## config.mk

```make
export PLATFORM = sky130hd
export DESIGN_NAME = background_vram_responder
export DESIGN_NICKNAME = d
export VERILOG_FILES = /design/src/rtl/background_vram_responder.sv
export SDC_FILE = /design/constraint.sdc
export NUM_CORES = 1
export LEC_CHECK = 0
export BUFFER_PORTS_ARGS = -buffer_cell sky130_fd_sc_hd__buf_2
export CAP_MARGIN = 0
export CORE_UTILIZATION = 40
export CTS_CLUSTER_DIAMETER = 100
export CTS_CLUSTER_SIZE = 20
export DETAILED_ROUTE_END_ITERATION = 16
export GPL_TIMING_DRIVEN = 0
export MAX_ROUTING_LAYER = met4
export PLACE_DENSITY = 0.56
export SLEW_MARGIN = 10
export SYNTH_ARGS = -nofsm -noshare
export SYNTH_HDL_FRONTEND = slang
export SYNTH_SLANG_ARGS = --single-unit
```

## constraint.sdc

```tcl
create_clock -name clk -period 3.74 [get_ports clk]
set_input_delay 0.374 -clock clk [delete_from_list [all_inputs] [get_ports clk]]
set_output_delay 0.374 -clock clk [all_outputs]
set_load 0.02 [all_outputs]
```

## src/rtl/background_vram_responder.sv

```systemverilog
// rtl/background_vram_responder.sv - background fetch VRAM read responder with buffered CPU writes
// Fetch reads own the VRAM port; CPU writes wait in a 4-entry FIFO and drain in idle cycles.
module background_vram_responder #(
  parameter int LATENCY = 1,
  parameter int ADDR_W  = 16
) (
  input  logic              clk,
  input  logic              reset,
  input  logic              reqValid,
  input  logic [ADDR_W-1:0] reqAddr,
  input  logic [1:0]        reqTag,
  output logic              rspValid,
  output logic [7:0]        rspData,
  output logic [1:0]        rspTag,
  input  logic              cpuWrValid,
  input  logic [ADDR_W-1:0] cpuWrAddr,
  input  logic [7:0]        cpuWrData,
  output logic              cpuWrReady,
  output logic [2:0]        fifoCount,
  output logic [ADDR_W-1:0] memAddr,
  output logic              memWe,
  output logic [7:0]        memWdata,
  input  logic [7:0]        memRdata
);

  logic [ADDR_W-1:0] fifoAddr [4];
  logic [7:0]        fifoData [4];
  logic [1:0]        wrPtr;
  logic [1:0]        rdPtr;
  logic              push;
  logic              pop;

  // Readiness comes from the registered count only, so a same-cycle drain never frees a slot.
  assign cpuWrReady = (fifoCount != 3'd4);
  assign push       = cpuWrValid && cpuWrReady;
  assign pop        = !reqValid && (fifoCount != 3'd0);

  assign memWe    = pop;
  assign memAddr  = reqValid ? reqAddr : fifoAddr[rdPtr];
  assign memWdata = fifoData[rdPtr];

  always_ff @(posedge clk or posedge reset) begin
    if (reset) begin
      for (int i = 0; i < 4; i++) begin
        fifoAddr[i] <= '0;
        fifoData[i] <= '0;
      end
      wrPtr     <= '0;
      rdPtr     <= '0;
      fifoCount <= '0;
    end else begin
      if (push) begin
        fifoAddr[wrPtr] <= cpuWrAddr;
        fifoData[wrPtr] <= cpuWrData;
        wrPtr           <= wrPtr + 2'd1;
      end
      if (pop) begin
        rdPtr <= rdPtr + 2'd1;
      end
      unique case ({push, pop})
        2'b10:   fifoCount <= fifoCount + 3'd1;
        2'b01:   fifoCount <= fifoCount - 3'd1;
        default: fifoCount <= fifoCount;
      endcase
    end
  end

  // Walk oldest to newest so the newest matching pending write is the one forwarded.
  logic       fwdHit;
  logic [7:0] fwdData;

  always_comb begin
    fwdHit  = 1'b0;
    fwdData = 8'h00;
    for (int i = 0; i < 4; i++) begin
      if ((3'(i) < fifoCount) && (fifoAddr[rdPtr + 2'(i)] == reqAddr)) begin
        fwdHit  = 1'b1;
        fwdData = fifoData[rdPtr + 2'(i)];
      end
    end
  end

  logic       s1Valid;
  logic [1:0] s1Tag;
  logic       s1Hit;
  logic [7:0] s1Fwd;
  logic [7:0] stageData;

  always_ff @(posedge clk or posedge reset) begin
    if (reset) begin
      s1Valid <= 1'b0;
      s1Tag   <= '0;
      s1Hit   <= 1'b0;
      s1Fwd   <= '0;
    end else begin
      s1Valid <= reqValid;
      if (reqValid) begin
        s1Tag <= reqTag;
        s1Hit <= fwdHit;
        s1Fwd <= fwdData;
      end
    end
  end

  assign stageData = s1Hit ? s1Fwd : memRdata;

  generate
    if (LATENCY == 1) begin : g_direct
      logic [7:0] heldData;

      always_ff @(posedge clk or posedge reset) begin
        if (reset) begin
          heldData <= '0;
        end else if (s1Valid) begin
          heldData <= stageData;
        end
      end

      assign rspValid = s1Valid;
      assign rspTag   = s1Tag;
      assign rspData  = s1Valid ? stageData : heldData;
    end else begin : g_pipe
      logic       pipeValid [LATENCY-1];
      logic [7:0] pipeData  [LATENCY-1];
      logic [1:0] pipeTag   [LATENCY-1];

      // Data/tag only advance alongside a valid beat so the outputs hold between responses.
      always_ff @(posedge clk or posedge reset) begin
        if (reset) begin
          for (int k = 0; k < LATENCY - 1; k++) begin
            pipeValid[k] <= 1'b0;
            pipeData[k]  <= '0;
            pipeTag[k]   <= '0;
          end
        end else begin
          pipeValid[0] <= s1Valid;
          if (s1Valid) begin
            pipeData[0] <= stageData;
            pipeTag[0]  <= s1Tag;
          end
          for (int k = 1; k < LATENCY - 1; k++) begin
            pipeValid[k] <= pipeValid[k-1];
            if (pipeValid[k-1]) begin
              pipeData[k] <= pipeData[k-1];
              pipeTag[k]  <= pipeTag[k-1];
            end
          end
        end
      end

      assign rspValid = pipeValid[LATENCY-2];
      assign rspData  = pipeData[LATENCY-2];
      assign rspTag   = pipeTag[LATENCY-2];
    end
  endgenerate

endmodule

```

==> results of run 1 <==
-- through the flow --
stage | hold WS, ns | TNS [ns] | instances
floorplan | 0.405 | 0 | 783
global placement | 0.485 | -176.66 | 1133
detailed placement | 0.492 | -0.150 | 1134
CTS | 0.0369 | 0 | 1163
global route | 0.0635 | 0 | 1164
finish | 0.0159 | 0 | 1164
-- state kept, by name (all words and copies together) (netlist names) --
register,count
fifoData,32
fifoCount,3
s1Fwd,8
rdPtr,2
rspTag,2
fifoAddr,64
g_direct.heldData,8
wrPtr,2
s1Hit,1
rspValid,1
-- logic make-up after synthesis --
| group | count (synthesis) |
|---|---|
| simple gates | 137 |
| compound gates | 131 |
| xor+xnor | 70 |
| buf+inv | 72 |
| fa+ha+maj | 9 |
| flops | 123 |
| mux | 241 |
-- worst register-to-register path: stages (launching register included) --
cell and delay (ns):
dfrtp_1 0.33, buf_6 0.14, buf_2 0.27, buf_2 0.33, buf_2 0.36, mux4_2 0.43
xor2_1 0.18, nor4_1 0.57, nand4_1 0.27, nor3_4 0.41, nor4_1 0.12, a21oi_1 0.17
-- power groups by stage --
stage / clock, mW / combinational [mW] / sequential, mW
2_1_floorplan: 0 / 4.23 / 2.32
3_3_place_gp: 0 / 5.57 / 2.48
3_5_place_dp: 0 / 5.60 / 2.50
4_1_cts: 1.65 / 5.63 / 2.48
5_1_grt: 1.71 / 6.06 / 2.59
6_report: 1.62 / 5.70 / 2.50
-- Yosys cell counts, drive strengths merged (2+ instances only) --
library cell | n | area (sq um)
mux2 | 129 | 1460
dfrtp | 123 | 3080
mux2i | 95 | 951
nor2 | 46 | 173
o21ai | 42 | 210
xnor2 | 41 | 359
nand2 | 40 | 150
a21oi | 39 | 195
buf | 39 | 234
xor2 | 29 | 254
clkbuf | 24 | 90.1
mux4 | 17 | 383
nor4 | 17 | 121
a31oi | 9 | 56.3
ha | 9 | 113
inv | 9 | 33.8
nor2b | 9 | 56.3
a311oi | 8 | 70.1
nor3 | 8 | 45.0
o22ai | 8 | 50.1
a2111oi | 3 | 26.3
nand4 | 3 | 18.8
o2111ai | 3 | 26.3
o2bb2ai | 3 | 26.3
a211o | 2 | 17.5
a211oi | 2 | 15.0
a22o | 2 | 17.5
a22oi | 2 | 15.0
and4 | 2 | 17.5
nand3 | 2 | 10.0
or3 | 2 | 12.5
or4 | 2 | 15.0
-- layout make-up --
type	instances	area (sq um)
Sequential cell	123	3080
Antenna cell	1	2.50
Inverter	9	38.8
Clock inverter	10	118
Tap cell	270	338
Clock buffer	21	460
Fill cell	1996	10700
Multi-Input combinational cell	588	4980
Timing Repair Buffer	81	428
Buffer	61	324
-- layout by cell type, fill, tap and decap left out, types with 4 or more instances in the layout --
master / n
a21oi_1: 39
a311oi_1: 8
a31oi_1: 9
buf_1: 14
buf_2: 92
buf_6: 10
clkbuf_1: 25
clkbuf_16: 17
clkinvlp_4: 4
dfrtp_1: 123
ha_1: 9
inv_1: 7
mux2_2: 128
mux2i_1: 95
mux4_2: 17
nand2_1: 40
nor2_1: 46
nor2b_1: 9
nor3_1: 7
nor4_1: 16
o21ai_0: 34
o21ai_1: 8
o22ai_1: 8
xnor2_1: 41
xor2_1: 29
-- worst paths after layout --
| path | endpoint | cells after the start |
|---|---|---|
| worst min-delay path | fifoData[21] | 2 |
| max in group asynchronous | fifoAddr[39] | 3 |
| worst min register to register | rspTag[1] | 1 |
| worst max-delay path | s1Hit | 11 |
| min in group clk | rspValid | 1 |
| worst max register to register | s1Hit | 11 |
-- metal layers --
metal | share of wire (%) | global-route usage [%] | up-vias
met1 | 48 | 33.3 | 3283
met3 | 5.2 | 5.28 | 27
li1 | - | - | 3077
met2 | 46 | 36.9 | 206
met4 | 1.7 | 6.29 | 0
met5 | 0 | - | -
==> results.md, run 1 <==
- Final worst path period need: 3.65 ns
- Clock group share of total power: 16.5%
- Final hold vios: 0
- Pint: 5.48 mW
- Fmax: 274 MHz
- Htree depth: 4
- Clk buf depth: 2
- Worst vdd ir: 0.000438 V
- Initial antenna violation count: 1
- Routability-driven placement congestion ratio: 0.978
- Final period utilization: 97.6%
- Slowest Stage Delay on Critical Path: 0.57 ns
- Status: completed
- HPWL after detailed placement: 18.7 mm
- Compound-Gate Fraction of Synth Area: 9.47%
- P_sw: 4.35 mW
- Post-synthesis mux area share: 33.2%
- Final setup margin: 0.0901 ns
- Detail Route Antenna Nets: 0
- Layout Nets: 944
- Final WL: 25.1 mm
- Crit Path Class: reg2reg
- Syn Std Cell Area: 8410 sq um
- Worst hold-check path type: in2async
- First-pass GRT wire length: 38.4 mm
- Max FO, Critical Path: 10
- Critical path endpoint category: flip-flop
- CTS tree: yes
- Unique masters post-synth: 54
- Chip height: 147 um
- Crit start category: flip-flop
- WL per Instance: 21.6 um
- RSZ-0062 raised after global routing: false
- Max Cap Viol: 0
- Total gr overflow: 0
- CP dominant cell by count: buf_2
- DR DRC count: 0
- Largest family of logic cells by synthesized area: multiplexers
- Total of warnings raised by yosys: 0
- Post-CTS Hold Buffers: 0
- Initial core utilization: 41.2%
- Avg Synthesized Cell Area: 10.7 sq um
- Worst r2r src: rdPtr[0]
- Bufs and invs on worst path: 4
- CP delay by family, top: simple AND/OR/NAND/NOR gates
- I/O pin cnt: 94
- Fin. max-slew vios: 0
- Syn nets: 846
- Slew @ Worst Pin: 1.03 ns
- Full die area: 21,600 sq um
- Synth Area in Adders: 1.34%
- Fraction of layout cells with a size suffix above 1: 31.8%
- First drt pass iteration count: 8
- Total setup buffers inserted after CTS: 0
- Total CTS buffers: 17
- Largest net degree at the start of global routing: 64
- Cell Chain, Critical Path: buf_6 > buf_2 > buf_2 > buf_2 > mux4_2 > xor2_1 > nor4_1 > nand4_1 > nor3_4 > nor4_1 > a21oi_1
- Die width: 147 um
- Clk_skew: 0.0115 ns
- #FFs+latches synth: 123
- Final Core Density: 47.8%
- Design area: 9770 sq um
- DR vias: 6,593
- Synthesis-to-layout area growth: 16.1%
- Synth async-reset ratio: 100%
- Clk pin slew, worst setup/hold paths: 0.06 ns
- Sequential cell fraction of total power: 25.4%
- Arr. time, crit path: 4.00 ns
- Synth Flop Type: dfrtp_1
- Critical Path RT: 4.09 ns
- Clk_lat worst skew: 0.43 ns
- Via/cell ratio: 5.66
- Post-cts resize count: 1
- Simple-Gate Fraction of Synth Area: 7.91%
- Core area: 20,400 sq um
- Drt initial violations: 486
- GRT Total Usage: 24.5%
- Pwr per Cell Area: 1010 nW/um^2
- Vias in the first global route: 6,467
- Dpl ws: -0.0880 ns
- Row cnt: 52
- R2R Setup Slk: 0.09 ns
- Worst Setup SP: rdPtr[0]
- CTS sink cnt: 123
- Synthesized instance count: 783
- Post-synthesis sequential area ratio: 36.6%
- Slowest CP cell: nor4_1
- Port bufs: 80
- LEAKAGE: 4.22 nW
- Setup violators final: 0
- Worst rel slew slack: 31.3%
- XOR/XNOR share of the synthesized area: 7.29%
- Post-DP Area: 9190 sq um
- Switching share of power: 44.2%
- CTS root buffer: clkbuf_16
- Comb power frac: 58.0%
- Pwr Total: 9.82 mW
- EDFF count, synth: 0
(Power assumes the default switching activity.)
==> run 2: changes to the inputs <==
--- a/config.mk
+++ b/config.mk
@@ -13,7 +13,7 @@
 export DETAILED_ROUTE_END_ITERATION = 16
 export GPL_TIMING_DRIVEN = 0
 export MAX_ROUTING_LAYER = met4
-export PLACE_DENSITY = 0.56
+export PLACE_DENSITY_LB_ADDON = 0.05
 export SLEW_MARGIN = 10
 export SYNTH_ARGS = -nofsm -noshare
 export SYNTH_HDL_FRONTEND = slang
==> run 2 against run 1 <==
Net effect: sequential share of layout area fell by 0.22 points; worst setup slack worse by 0.019 ns; highest routed layer unchanged; clock power grew 13%.
==> results.md, run 2 (synthesis results as in run 1) <==
- Chip height: 147 um
- M1 GR Usage: 39.3%
- Arr. time, crit path: 4.01 ns
- Layout Nets: 945
- Worst hold-check path type: in2reg
- Final Core Density: 48.2%
- CTS root buffer: clkbuf_16
- Status: completed
- Max Cap Viol: 0
- Reg with most FFs: fifoAddr
- Max FO, Critical Path: 10
- Largest regs: fifoAddr x64, fifoData x32
- Largest net degree at the start of global routing: 89
- Routability-driven placement congestion ratio: 0.913
- Htree depth: 4
- Final hold vios: 0
- Ant diodes: 0
- Met3 Use GR: 3.79%
- Clk_skew: 0.00785 ns
- TNS Setup: 0 ns
- Initial core utilization: 41.2%
- Final period utilization: 98.1%
- Initial antenna violation count: 0
- Critical Path RT: 4.08 ns
- GRT Total Usage: 26.4%
- Total CTS buffers: 17
- Final worst path period need: 3.67 ns
- Post-DP Area: 9190 sq um
- Worst vdd ir: 0.000398 V
- Die width: 147 um
- Detail Route Antenna Nets: 0
- Core area: 20,400 sq um
- Total gr overflow: 0
- I/O pin cnt: 94
- Row cnt: 52
- Seq. cell area: 3080 sq um
- Clk pin slew, worst setup/hold paths: 0.06 ns
- Final WL: 26.6 mm
- Synthesis-to-layout area growth: 17.0%
- RSZ-0062 raised after global routing: true
- Design area: 9840 sq um
- Number of flip-flops in the largest register: 64
- Filler cell count: 1,984
- Fmax: 273 MHz
- CTS tree: yes
- Pwr Total: 10.1 mW
- Vias in the first global route: 6,753
- Total setup buffers inserted after CTS: 0
- Commonest non-fill, non-tap cell in the layout: mux2_2
- Critical path endpoint category: flip-flop
- Area of the multi-input gates: 4980 sq um
- Via/cell ratio: 5.75
- Crit Path Class: reg2reg
- WL per Instance: 22.8 um
- Clk_lat worst skew: 0.43 ns
- Slew @ Worst Pin: 1.03 ns
- HPWL after detailed placement: 19.9 mm
- First-pass GRT wire length: 41.4 mm
- Crit start category: flip-flop
- Setup violators final: 0
- Pwr per Cell Area: 1030 nW/um^2
- GRT met2 Usage: 38.2%
- DR vias: 6,696
- Worst rel slew slack: 29.1%
- First drt pass iteration count: 5
- Clk buf depth: 2
- GRT busiest layer: met1
- Fin. max-slew vios: 0
- LEAKAGE: 4.25 nW
- Full die area: 21,600 sq um
- CTS sink cnt: 123
- DR DRC count: 0
- Final hold slack: 0.0756 ns
- Drt initial violations: 601
- Port bufs: 80
- Fraction of layout cells with a size suffix above 1: 31.7%
- Highest-count cells in the layout ignoring fill and taps: mux2_2 (128), dfrtp_1 (123), mux2i_1 (95), buf_2 (91), nor2_1 (46)
run 2: cell count changes in the layout (fill, tap and decap cells not counted), sizes merged:
cell,change
clkinv,-2
diode,-1
clkinvlp,-1
dlygate4sd3,+1
bufinv,+3
run 2: cell type report:
class / count / share of cell area, %
Multi-Input combinational cell: 588 / 50.7
Sequential cell: 123 / 31.3
Clock buffer: 21 / 4.58
Timing Repair Buffer: 82 / 4.45
Tap cell: 270 / 3.43
Buffer: 61 / 3.28
Clock inverter: 10 / 1.93
Inverter: 9 / 0.394
run 2: metal layers:
| layer | routed length [um] | vias to the layer above |
|---|---|---|
| met2 | 11500 | 204 |
| met5 | 0 | - |
| met1 | 13600 | 3402 |
| met3 | 1340 | 15 |
| met4 | 161 | 0 |
| li1 | - | 3075 |
run 2: final timing paths:
kind,startpoint,to,slack [ns],cells after the start
setup / recovery,rdPtr[1],s1Fwd[6],0.07,12
hold / removal,reqValid,rspValid,0.08,1
setup reg to reg,rdPtr[1],s1Fwd[6],0.07,12
hold reg to reg,rspTag[0],rspTag[0],0.51,1
max in group asynchronous,reset,fifoAddr[1],2.46,4
min in group asynchronous,reset,fifoAddr[15],0.48,3
run 2: what timing repair did:
item                                    4_1_cts  5_1_grt
gates resized for setup                       2        3
hold endpoints to repair                     35        0
hold buffers                                  1        0
endpoints found under the setup margin       14       20
pin swaps                                     0        0
run 2: critical path, cell delays in order (launching register included):
cell      delay (ns)
dfrtp_1         0.34
buf_6           0.12
buf_6           0.18
buf_6           0.20
buf_6           0.21
buf_2           0.40
mux2i_1         0.31
mux2i_1         0.18
xnor2_1         0.29
nand4_1         0.25
nor4_4          0.68
a311oi_1        0.21
o21ai_1         0.17
run 2: report_power, final:
| group | switching [mW] | total, mW | internal [mW] |
|---|---|---|---|
| Combinational | 3.22 | 5.77 | 2.54 |
| Clock | 0.635 | 1.83 | 1.20 |
| Sequential | 0.575 | 2.50 | 1.93 |
run 2: per-stage QoR:
step / setup WS (ns) / cells
floorplan: 0.0951 / 783
global placement: -1.19 / 1133
detailed placement: -0.0551 / 1134
CTS: 0.00973 / 1165
global route: -0.0601 / 1164
finish: 0.0716 / 1164
